## src/rtl/uart_rx_fifo.sv

```systemverilog
`default_nettype none
// ============================================================================
//  Module   : uart_rx_fifo
//  Purpose  : 8N1 UART receiver (8E1 when UART_RX_PARITY_EN is defined)
//             with a small receive FIFO and sticky error flags.
//  Revision : 1.0 - initial release
// ============================================================================
module uart_rx_fifo #(
    parameter int CLKS_PER_BIT = 16,
    parameter int FIFO_DEPTH   = 4
) (
    input  logic       clk,
    input  logic       rst,
    input  logic       rx,
    input  logic       uart_re,
    output logic [7:0] uart_data,
    output logic       empty,
    output logic       full,
    output logic       frame_err,
    output logic       overrun,
    input  logic       clr_err
`ifdef UART_RX_PARITY_EN
    ,
    output logic       parity_err
`endif
);

    localparam int c_timer_w = $clog2(CLKS_PER_BIT);
    localparam int c_addr_w  = $clog2(FIFO_DEPTH);

    localparam logic [c_timer_w-1:0] c_half_m1 = c_timer_w'(CLKS_PER_BIT / 2 - 1);
    localparam logic [c_timer_w-1:0] c_full_m1 = c_timer_w'(CLKS_PER_BIT - 1);
    localparam logic [c_addr_w:0]    c_depth   = (c_addr_w + 1)'(FIFO_DEPTH);

    localparam logic [2:0] c_st_idle   = 3'd0;
    localparam logic [2:0] c_st_start  = 3'd1;
    localparam logic [2:0] c_st_data   = 3'd2;
    localparam logic [2:0] c_st_stop   = 3'd3;
`ifdef UART_RX_PARITY_EN
    localparam logic [2:0] c_st_parity = 3'd4;
`endif

    logic                 r_rx_meta;
    logic                 r_rx_sync;
    logic [2:0]           r_state;
    logic [2:0]           w_state_nxt;
    logic [c_timer_w-1:0] r_timer;
    logic [2:0]           r_bit_idx;
    logic [7:0]           r_shift;
    logic                 r_push_req;
    logic [7:0]           r_push_data;

    logic w_timer_clr;
    logic w_timer_inc;
    logic w_bit_sample;
    logic w_push_req;
    logic w_ferr_set;

    logic [7:0]          r_mem [FIFO_DEPTH];
    logic [c_addr_w-1:0] r_wr_ptr;
    logic [c_addr_w-1:0] r_rd_ptr;
    logic [c_addr_w:0]   r_count;
    logic [7:0]          r_data;
    logic                r_frame_err;
    logic                r_overrun;
    logic                w_pop;
    logic                w_push;
    logic                w_ovr_set;

`ifdef UART_RX_PARITY_EN
    logic w_perr_set;
    logic r_par_bad;
    logic r_parity_err;
`endif

    // Two-flop synchronizer; idles high so reset never looks like a start bit
    always_ff @(posedge clk) begin
        if (rst) begin
            r_rx_meta <= 1'b1;
            r_rx_sync <= 1'b1;
        end else begin
            r_rx_meta <= rx;
            r_rx_sync <= r_rx_meta;
        end
    end

    always_ff @(posedge clk) begin
        if (rst) begin
            r_state <= c_st_idle;
        end else begin
            r_state <= w_state_nxt;
        end
    end

    always_comb begin
        w_state_nxt  = r_state;
        w_timer_clr  = 1'b0;
        w_timer_inc  = 1'b0;
        w_bit_sample = 1'b0;
        w_push_req   = 1'b0;
        w_ferr_set   = 1'b0;
`ifdef UART_RX_PARITY_EN
        w_perr_set   = 1'b0;
`endif
        case (r_state)
            c_st_idle: begin
                if (!r_rx_sync) begin
                    w_state_nxt = c_st_start;
                    w_timer_clr = 1'b1;
                end
            end
            c_st_start: begin
                if (r_timer == c_half_m1) begin
                    w_timer_clr = 1'b1;
                    w_state_nxt = r_rx_sync ? c_st_idle : c_st_data;
                end else begin
                    w_timer_inc = 1'b1;
                end
            end
            c_st_data: begin
                if (r_timer == c_full_m1) begin
                    w_timer_clr  = 1'b1;
                    w_bit_sample = 1'b1;
                    if (r_bit_idx == 3'd7) begin
`ifdef UART_RX_PARITY_EN
                        w_state_nxt = c_st_parity;
`else
                        w_state_nxt = c_st_stop;
`endif
                    end
                end else begin
                    w_timer_inc = 1'b1;
                end
            end
`ifdef UART_RX_PARITY_EN
            c_st_parity: begin
                if (r_timer == c_full_m1) begin
                    w_timer_clr = 1'b1;
                    w_perr_set  = (r_rx_sync != ^r_shift);
                    w_state_nxt = c_st_stop;
                end else begin
                    w_timer_inc = 1'b1;
                end
            end
`endif
            c_st_stop: begin
                if (r_timer == c_full_m1) begin
                    w_timer_clr = 1'b1;
                    w_state_nxt = c_st_idle;
                    if (r_rx_sync) begin
`ifdef UART_RX_PARITY_EN
                        w_push_req = !r_par_bad;
`else
                        w_push_req = 1'b1;
`endif
                    end else begin
                        w_ferr_set = 1'b1;
                    end
                end else begin
                    w_timer_inc = 1'b1;
                end
            end
            default: begin
                w_state_nxt = c_st_idle;
            end
        endcase
    end

    always_ff @(posedge clk) begin
        if (rst) begin
            r_timer     <= '0;
            r_bit_idx   <= 3'd0;
            r_shift     <= 8'h00;
            r_push_req  <= 1'b0;
            r_push_data <= 8'h00;
        end else begin
            if (w_timer_clr) begin
                r_timer <= '0;
            end else if (w_timer_inc) begin
                r_timer <= r_timer + 1'b1;
            end
            if (r_state == c_st_idle) begin
                r_bit_idx <= 3'd0;
            end else if (w_bit_sample) begin
                r_bit_idx <= r_bit_idx + 3'd1;
            end
            // LSB arrives first, so shift in from the top
            if (w_bit_sample) begin
                r_shift <= {r_rx_sync, r_shift[7:1]};
            end
            r_push_req <= w_push_req;
            if (w_push_req) begin
                r_push_data <= r_shift;
            end
        end
    end

`ifdef UART_RX_PARITY_EN
    always_ff @(posedge clk) begin
        if (rst) begin
            r_par_bad    <= 1'b0;
            r_parity_err <= 1'b0;
        end else begin
            if (r_state == c_st_idle) begin
                r_par_bad <= 1'b0;
            end else if (w_perr_set) begin
                r_par_bad <= 1'b1;
            end
            r_parity_err <= (r_parity_err & ~clr_err) | w_perr_set;
        end
    end

    assign parity_err = r_parity_err;
`endif

    // A pop in the same cycle frees the slot, so a push into a full FIFO still lands
    assign w_pop     = uart_re & ~empty;
    assign w_push    = r_push_req & (~full | w_pop);
    assign w_ovr_set = r_push_req & full & ~w_pop;

    always_ff @(posedge clk) begin
        if (w_push) begin
            r_mem[r_wr_ptr] <= r_push_data;
        end
    end

    always_ff @(posedge clk) begin
        if (rst) begin
            r_wr_ptr    <= '0;
            r_rd_ptr    <= '0;
            r_count     <= '0;
            r_data      <= 8'h00;
            r_frame_err <= 1'b0;
            r_overrun   <= 1'b0;
        end else begin
            if (w_push) begin
                r_wr_ptr <= r_wr_ptr + 1'b1;
            end
            if (w_pop) begin
                r_rd_ptr <= r_rd_ptr + 1'b1;
                r_data   <= r_mem[r_rd_ptr];
            end
            case ({w_push, w_pop})
                2'b10:   r_count <= r_count + 1'b1;
                2'b01:   r_count <= r_count - 1'b1;
                default: r_count <= r_count;
            endcase
            r_frame_err <= (r_frame_err & ~clr_err) | w_ferr_set;
            r_overrun   <= (r_overrun & ~clr_err) | w_ovr_set;
        end
    end

    assign uart_data = r_data;
    assign empty     = (r_count == '0);
    assign full      = (r_count == c_depth);
    assign frame_err = r_frame_err;
    assign overrun   = r_overrun;

endmodule
`default_nettype wire

```

## config.mk

```make
export PLATFORM = sky130hd
export DESIGN_NAME = uart_rx_fifo
export DESIGN_NICKNAME = d
export VERILOG_FILES = /design/src/rtl/uart_rx_fifo.sv
export SDC_FILE = /design/constraint.sdc
export NUM_CORES = 1
export LEC_CHECK = 0
export ABC_CLOCK_PERIOD_IN_PS = 2700
export CELL_PAD_IN_SITES_DETAIL_PLACEMENT = 1
export CELL_PAD_IN_SITES_GLOBAL_PLACEMENT = 1
export CORE_MARGIN = 2
export CORE_UTILIZATION = 41
export CTS_CLUSTER_SIZE = 10
export DETAILED_ROUTE_END_ITERATION = 12
export GPL_TIMING_DRIVEN = 0
export MAX_ROUTING_LAYER = met4
export PLACE_DENSITY = 0.71
export SYNTH_ARGS = -nofsm -noshare
export SYNTH_HDL_FRONTEND = slang
export SYNTH_SLANG_ARGS = --single-unit
export TNS_END_PERCENT = 50
```

## constraint.sdc

```tcl
create_clock -name clk -period 2.7 [get_ports clk]
set_clock_uncertainty 0.1 [all_clocks]
set_input_delay 0.54 -clock clk [delete_from_list [all_inputs] [get_ports clk]]
set_output_delay 0.54 -clock clk [all_outputs]
set_load 0.01 [all_outputs]
```

==> impl_metrics.toml <==
[synth]
yosys_warnings = 0
ys_seq_area_frac = 0.585
post_synth.cell_area_avg_um2 = 11.4
synth_ff_type = "dfxtp_1"
synth_edf_count = 32
syn_inst = 279
syn_area_um2 = 3180
syn-num-nets = 292
ys_async_sr_fraction = 0
ys_ff_latch = 77
ys_types = 43

[timing]
worstMarginPinSlew_ns = 0.598
setup_viol = 0
fin_crit_ns = 2.50
finalCritPeriodShare = 0.927
maxSlewViolCount = 0
timing.hold.ws_ns = 0.317
max_freq_mhz = 399
rsz0062_at_grt = "false"
hold_viol = 0
slew_headroom = 0.601

[clock_tree]
cts.clk_slew.worst_paths_ns = 0.08
cts_root_buffer = "clkbuf_8"
htree_levels = 3
numClockSinks = 77
clockBufferDepth = 2
cts_buffers = 9
cts_tree = "yes"
clk_latency_ns = 0.35

[global_routing]
use_met1 = 0.206
grt_pass1_wl_um = 10900
busiest_layer = "met2"
grt_overflow_total = 0
grt_max_degree = 14
grt_pass1_vias = 2143
met3_usage = 0.0444
grt_usage = 0.174
grt_antenna_before_repair = 0
use_met2 = 0.290

[layout]
fin_util = 0.491
area_growth_pct = 17.3
nFillCells = 818
nNetsFinal = 319
drive_above_1_share = 0.132
n_antenna_cell = 0

[routing]
num_vias = 2122
avgRoutedWirePerCell_um = 16.0
drcViolationCount = 0
drt-total-wl_um = 6610
drt-vias-per-instance = 5.14
ant_nets = 0
dr.pass1.iters = 4
drt_iter0_drc = 69

[pwr]
power_density_nw_per_um2 = 781
p_leak_nw = 1.25
p_total_mw = 2.92
worst_ir_drop_vdd_mv = 0.266

[critical_path]
crit_type = "primary input to flop"
slowest_stage = "clkdlybuf4s50_1"
cp_max_fo = 7
setup.worst_path.end_class = "flop"
crit_chain = "clkdlybuf4s50_1 -> o31a_4 -> nand2b_1 -> fa_1 -> or3b_2 -> nand3_1 -> nand2_1 -> o21ba_2"
cp.required_ns = 2.84
arrival_ns = 2.64
worstSetupStartpointType = "primary input"
slowest_delay_ns = 0.59

[floorplanning]
die_y_um = 92.1
io_pins = 17
die_width_um = 92.1
start_util = 0.418
rows = 32
die_area_um2 = 8480
core_region_area_um2 = 7610

[run_status]
outcome = "completed"

[placed_design]
dp_hpwl_um = 4530
globalplace.congestion = 0.766
portBuffers = 15

[worst_hold_path]
hold_class = "flop to flop"

[run]
drv_cap = 0
## cell usage after synthesis, types with 4 or more instances
library cell	n	area, um^2
nor2_1	25	93.8
o22ai_1	4	25.0
buf_2	9	45.0
ha_1	7	87.6
a21oi_1	22	110
edfxtp_1	32	961
nand3_1	14	70.1
mux2i_1	9	90.1
inv_1	6	22.5
xnor2_1	4	35.0
nor3_1	7	35.0
clkbuf_1	6	22.5
dfxtp_1	45	901
nand3b_1	4	30.0
and2_1	5	31.3
mux4_2	8	180
nand2_1	34	128
## critical path, delay by kind of cell
| family | cells | cell delay (ns) |
|---|---|---|
| fa+ha+maj | 1 | 0.43 |
| compound gates | 2 | 0.38 |
| buf+inv | 1 | 0.59 |
| simple gates | 4 | 0.70 |
## final cells by class
class,count,area (um^2),area share
Inverter,6,22.5,0.00603
Clock inverter,5,124,0.0332
Buffer,18,92.6,0.0248
Timing Repair Buffer,17,165,0.0442
Tap cell,102,128,0.0342
Clock buffer,11,131,0.0352
Multi-Input combinational cell,177,1210,0.324
Sequential cell,77,1860,0.499
## stage by stage
step	cells	worst slack (ns)	cell area, um^2	TNS (ns)
2_1_floorplan	279	0.410	3180	0
3_3_place_gp	396	-0.396	3460	-0.396
3_5_place_dp	396	-0.411	3460	-0.411
4_1_cts	411	0.0157	3710	0
5_1_grt	413	0.0694	3730	0
6_report	413	0.196	3730	0
## cell families after synthesis
kind of cell | count (synthesis) | share of synthesized area
compound gates | 41 | 0.0833
xor+xnor | 5 | 0.0138
fa+ha+maj | 8 | 0.0338
buf+inv | 25 | 0.0377
flops | 77 | 0.585
mux | 17 | 0.0849
simple gates | 106 | 0.162
## registers in the layout (all words and copies together) (netlist names)
| name | cells |
|---|---|
| r_mem | 32 |
| r_push_data | 8 |
| r_shift | 8 |
| uart_data | 8 |
| r_timer | 4 |
| r_bit_idx | 3 |
| r_count | 3 |
| r_rd_ptr | 2 |
| r_state | 2 |
| r_wr_ptr | 2 |
| frame_err | 1 |
| overrun | 1 |
| r_push_req | 1 |
| r_rx_meta | 1 |
| r_rx_sync | 1 |
## path summary, 6_finish.rpt
kind / cells past startpoint / slack [ns] / start / endpoint
setup reg to reg: 7 / 0.51 / r_count[1] / r_count[2]
hold reg to reg: 1 / 0.32 / r_rx_meta / r_rx_sync
hold / removal: 1 / 0.32 / r_rx_meta / r_rx_sync
setup / recovery: 8 / 0.20 / uart_re / r_count[2]
## routing by layer
| metal | routed length (um) | vias up | share of wire |
|---|---|---|---|
| met5 | 0 | - | 0 |
| met4 | 100 | 0 | 0.015 |
| met3 | 176 | 13 | 0.027 |
| met2 | 3410 | 23 | 0.52 |
| met1 | 2920 | 1043 | 0.44 |
| li1 | - | 1043 | - |
## cells in the final DEF, fill, tap and decap left out, drive strengths merged, types with 2 or more instances in the layout
cell           count
a21oi             22
a22oi              3
and2               5
and4               2
buf               14
bufinv             4
clkbuf            17
clkdlybuf4s50     15
dfxtp             45
edfxtp            32
ha                 7
inv                6
mux2i              9
mux4               8
nand2             34
nand2b             3
nand3             14
nand3b             4
nor2              25
nor2b              3
nor3               7
o21a               3
o21ai              2
o22ai              4
or2                2
or3b               2
xnor2              4
## report_power, final
group / internal [mW] / switching, mW / leakage, nW
logic: 0.261 / 0.246 / 0.469
registers: 1.25 / 0.0418 / 0.660
clock network: 0.706 / 0.407 / 0.125
total: 2.22 / 0.695 / 1.25
## repair_timing
action	4_1_cts	5_1_grt
cloned	0	0
setup endpoints to repair	1	1
setup buffers	0	2
resized for setup	0	1
hold buffers	0	0
(Power assumes the default switching activity.)
==> edit 1 (same flow settings) <==
The parameter `CLKS_PER_BIT` goes from 16 to 32.
--- a/src/rtl/uart_rx_fifo.sv
+++ b/src/rtl/uart_rx_fifo.sv
@@ -7,5 +7,5 @@
 // ============================================================================
 module uart_rx_fifo #(
-    parameter int CLKS_PER_BIT = 16,
+    parameter int CLKS_PER_BIT = 32,
     parameter int FIFO_DEPTH   = 4
 ) (
Formal check against the unedited RTL: no difference found for any inputs over 10 cycles, from zero or initial values and one cycle with rst high; that may be too few to reach the edited logic, so the function may still have changed.
==> edit 1 against the original RTL <==
Die area grew 5.8%. Via count increased by 2.9%. Sequential cell count up 1. Wire length decreased by 0.41%. Register-to-register slack got worse by 0.03 ns. Fmax grew 9.9%. Final area rose by 3.4%. Area after synthesis increased by 6.1%. Setup slack better by 0.23 ns. Critical path type is now register to output pin. Largest cell class unchanged.
Power is not compared: it rests on default switching activity, and its combinational part moved more than twofold at a synthesized area within 25%.
==> edit 1: results (changes against the original RTL) <==
[status]
status=finished, final reports clean

[global_route]
gr-usage-all-layers=0.1710  ; -0.002960
grt_pass1_vias=2277  ; +6.3%
antenna_found_initial=0  ; unchanged
grt_max_degree=16  ; +2
grt_pass1_wl_um=11190  ; +2.8%

[detailed_routing]
routedWlPerCell_um=15.41  ; -3.7%
drt_first_pass_iters=5  ; +1
vias_per_cell=5.115  ; -0.45%
dr.first_iter.drc_count=53  ; -23%

[yosys]
netlist_instances=291  ; +4.3%
async_flop_share=0  ; unchanged
yosys.cell_types.count=56  ; +30%
yosysSeqAreaShare=0.5574  ; -0.02746
synthTopCellsByArea=edfxtp_1 (28%), dfxtp_1 (27%), mux4_2 (5.3%)
synthTopCellsByCount=dfxtp_1 (46), nand2_1 (36), edfxtp_1 (32), a21oi_1 (24), nor2_1 (20)
synth_fp_nets=306  ; +4.8%
synth_edf_count=32  ; unchanged
ys.flop_type=dfxtp_1
yosysWarnings=0  ; unchanged

[power_and_ir_drop]
peakVddDrop_uv=259.7
p_leak_nw=1.356
p_sw_frac=0.2327

[clocking]
h-tree-depth=3  ; unchanged
cts_resized=0  ; unchanged
clockRootBuffer=clkbuf_8
clk_latency_ns=0.36
cts_made_buffers=9  ; unchanged
clk_path_buf_depth=2  ; unchanged
path_clk_slew_ns=0.08  ; about the same
cts_setup_buffers=0  ; unchanged

[setup_path]
cpPeakStageDelay_ns=0.52  ; -0.07 ns
worstPathMaxFanout=8  ; +1
critPathSlowestCell=clkdlybuf4s50_1
crit_arrival_ns=1.64  ; -1.00 ns

[placed_design]
dp.cells=411  ; +3.8%
place_congestion=0.6982  ; -8.8%
dp_hpwl_um=4589  ; +1.3%
portBuffers=15  ; unchanged

[hold_path]
hold_class=register to register

[final_layout]
layout-drive-gt1-share=0.1584  ; +0.02655
top_register=r_mem
nNetsFinal=332  ; +4.1%
largest_reg_flops=32  ; unchanged
diodes=0  ; unchanged
stdcell_count=427  ; +3.4%

[timing]
worstMarginPinSlew_ns=0.6483  ; +0.05008 ns

## edit 1: cell count changes in the layout (fill, tap and decap cells not counted), sizes merged, moves of 4 or more
cell	change
nor2	-5
o22ai	-4
nand2b	+4
o21ai	+5
nand3	-10
## edit 1: layout make-up
cell class / instances / area, µm²
fillers: 908 / 4232
flip-flops and latches: 78 / 1882
multi-input cells: 186 / 1346
repair buffers: 15 / 150.1
well taps: 105 / 131.4
clock buffers: 9 / 123.9
plain buffers: 20 / 121.4
clock inverters: 7 / 80.08
inverters: 7 / 26.28
## edit 1: cells by family (layout without fill, tap and decap cells)
| group | Yosys count | after routing | synth area share |
|---|---|---|---|
| buf+inv | 27 | 58 | 0.04373 |
| flops | 78 | 78 | 0.5574 |
| simple gates | 107 | 107 | 0.1768 |
| mux | 19 | 19 | 0.08747 |
| xor+xnor | 3 | 3 | 0.007785 |
| fa+ha+maj | 10 | 10 | 0.03929 |
| compound gates | 47 | 47 | 0.08748 |
## edit 1: critical path: cells and delay by family, from the launching register on
| family | cells | cell delay (ns) |
|---|---|---|
| buffers and inverters | 2 | 0.68 |
| AND/OR/NAND/NOR | 2 | 0.30 |
| flip-flops | 1 | 0.31 |
## edit 1: power by group through the flow
stage / registers, mW / logic, mW / clock network (mW)
4_1_cts: 1.22 / 0.0524 / 0.930
6_report: 1.22 / 0.0514 / 0.910
3_3_place_gp: 1.25 / 0.0510 / 0
3_5_place_dp: 1.25 / 0.0524 / 0
2_1_floorplan: 1.25 / 0.0353 / 0
5_1_grt: 1.22 / 0.0574 / 0.975
## edit 1: metrics by stage
stage,utilization,setup slack [ns],area (µm²)
CTS,0.4771,0.3905,3861
global placement,0.4519,0.3874,3657
finish,0.4771,0.4225,3861
detailed placement,0.4519,0.3420,3657
floorplan,-,0.5732,3376
global route,0.4771,0.2757,3861
## edit 1: routing by layer
metal / global-route usage / vias to the layer above / wire length (µm)
met5: - / - / 0
met1: 0.1992 / 1065 / 3013
met3: 0.03352 / 12 / 123
met2: 0.2813 / 21 / 3308
li1: - / 1086 / -
met4: 0.08696 / 0 / 136
## edit 1: final timing paths
| check | start | to | slack (ns) | depth (start not counted) |
|---|---|---|---|---|
| max | r_count[1] | full | 0.42 | 4 |
| min | r_rx_meta | r_rx_sync | 0.34 | 1 |
| max reg2reg | r_timer[0] | r_push_data[2] | 0.48 | 7 |
| min reg2reg | r_rx_meta | r_rx_sync | 0.34 | 1 |
==> edit 2 (config.mk and constraints unchanged) <==
Without the edit above. Register the input `rx` before use, with the module's reset. The logic sees it one clock later. The other inputs are not delayed to match.
--- a/src/rtl/uart_rx_fifo.sv
+++ b/src/rtl/uart_rx_fifo.sv
@@ -37,4 +37,14 @@
     localparam logic [2:0] c_st_data   = 3'd2;
     localparam logic [2:0] c_st_stop   = 3'd3;
+
+    logic rx_q;
+
+    always_ff @(posedge clk) begin
+        if (rst) begin
+            rx_q <= '0;
+        end else begin
+            rx_q <= rx;
+        end
+    end
 `ifdef UART_RX_PARITY_EN
     localparam logic [2:0] c_st_parity = 3'd4;
@@ -80,5 +90,5 @@
             r_rx_sync <= 1'b1;
         end else begin
-            r_rx_meta <= rx;
+            r_rx_meta <= rx_q;
             r_rx_sync <= r_rx_meta;
         end
Behaviour: same outputs for any inputs over 10 cycles, from zero or initial values and one cycle with rst high; that may be too few to reach the edited logic, so the function may still have changed.
==> edit 2 against the original RTL <==
First-iteration DRC count is 38% higher. Die area fell by 0.26%. Final area is 1.9% lower. Area after synthesis decreased by 0.28%. Fmax up 4.4%. Global-route usage fell by 0.29 points. Wire length fell by 4.7%. Register-to-register slack worse by 0.21 ns. Sequential cell count increased by 1. Setup slack improved by 0.10 ns.
Power is not compared: it rests on default switching activity, and its combinational part moved more than twofold at a synthesized area within 25%.
==> edit 2: results (changes against the original RTL) <==
[final_layout]
stdcell_count=411  ; -0.48%
nFillCells=842  ; +2.9%
nNetsFinal=317  ; -0.63%
layout-drive-gt1-share=0.1359  ; +0.004090

[yosys]
yosys.cell_types.count=39  ; -9.3%
synthTopCellsByCount=dfxtp_1 (46), nand2_1 (42), edfxtp_1 (32), nor2_1 (23), a21oi_1 (22)
yosysSeqAreaShare=0.5928  ; +0.007921
synthTopCellsByArea=edfxtp_1 (30%), dfxtp_1 (29%), mux4_2 (5.7%)

[setup_path]
worstPathMaxFanout=10  ; +3
critPathSlowestCell=or3b_2
rr_worst_depth=8  ; +1

[global_route]
grt_pass1_wl_um=10740  ; -1.3%
gr-usage-all-layers=0.1711  ; -0.002884
grt_pass1_vias=2127  ; -0.75%

[detailed_routing]
dr.first_iter.drc_count=95  ; +38%
vias_per_cell=5.071  ; -1.3%
routedWlPerCell_um=15.32  ; -4.2%

[placed_design]
postPlaceCellArea_mm2=0.003442  ; -0.54%
dp_hpwl_um=4383  ; -3.2%
portBuffers=14  ; -1
place_congestion=0.7770  ; +1.5%
place_ws_ns=0.05359  ; +0.4645 ns
dp.cells=395  ; -0.25%

[clocking]
h-tree-depth=3  ; unchanged

[status]
status=finished, final reports clean

[timing]
max-slew-margin-rel=0.5980  ; -0.003204

## edit 2: logic make-up (layout without fill, tap and decap cells)
logic type                 Yosys count  after routing  share of synthesized area
xor gates and xnor gates             8              8                    0.02207
AOI/OAI and AO/OA                   42             42                    0.07805
and+or+nand+nor                     98             98                     0.1451
adders and majority gates            8              8                    0.03390
muxes                               18             18                    0.08829
buffers and inverters               27             57                    0.03981
DFF                                 78             78                     0.5928
## edit 2: per-layer routing
metal	global-route usage	vias to the layer above	routed length, µm	part of all wire
met2	0.2751	28	3056	0.49
met5	-	-	0	0
met3	0.03780	14	172	0.027
met4	0.08209	0	157	0.025
met1	0.2054	1020	2912	0.46
li1	-	1022	-	-
## edit 2: area by class of cell
cell class / instances / share of cell area
Timing Repair Buffer: 14 / 0.03825
Multi-Input combinational cell: 174 / 0.3183
Buffer: 19 / 0.02630
Clock buffer: 10 / 0.03757
Inverter: 8 / 0.008197
Clock inverter: 6 / 0.02288
Tap cell: 102 / 0.03484
Sequential cell: 78 / 0.5137
## edit 2: path summary, 6_finish.rpt
check	start	end	slack (ns)
max	r_count[0]	r_count[2]	0.30
min reg2reg	rx_q	r_rx_meta	0.32
min	rx_q	r_rx_meta	0.32
max reg2reg	r_count[0]	r_count[2]	0.30
## edit 2: worst register-to-register path, cell delays in order, from the launching register on
cell and delay (ns):
dfxtp_1 0.31, buf_2 0.20, o31a_1 0.19, buf_2 0.22, nand2b_1 0.10, fa_1 0.40, or3b_2 0.47, a31oi_1 0.20
a21oi_1 0.08
## edit 2: metrics by stage
step           hold slack [ns]  total power, mW
3_3_place_gp            0.2917            1.292
4_1_cts                 0.3285            2.255
6_report                0.3247            2.232
2_1_floorplan           0.2895            1.277
5_1_grt                 0.3498            2.319
3_5_place_dp            0.3094            1.292
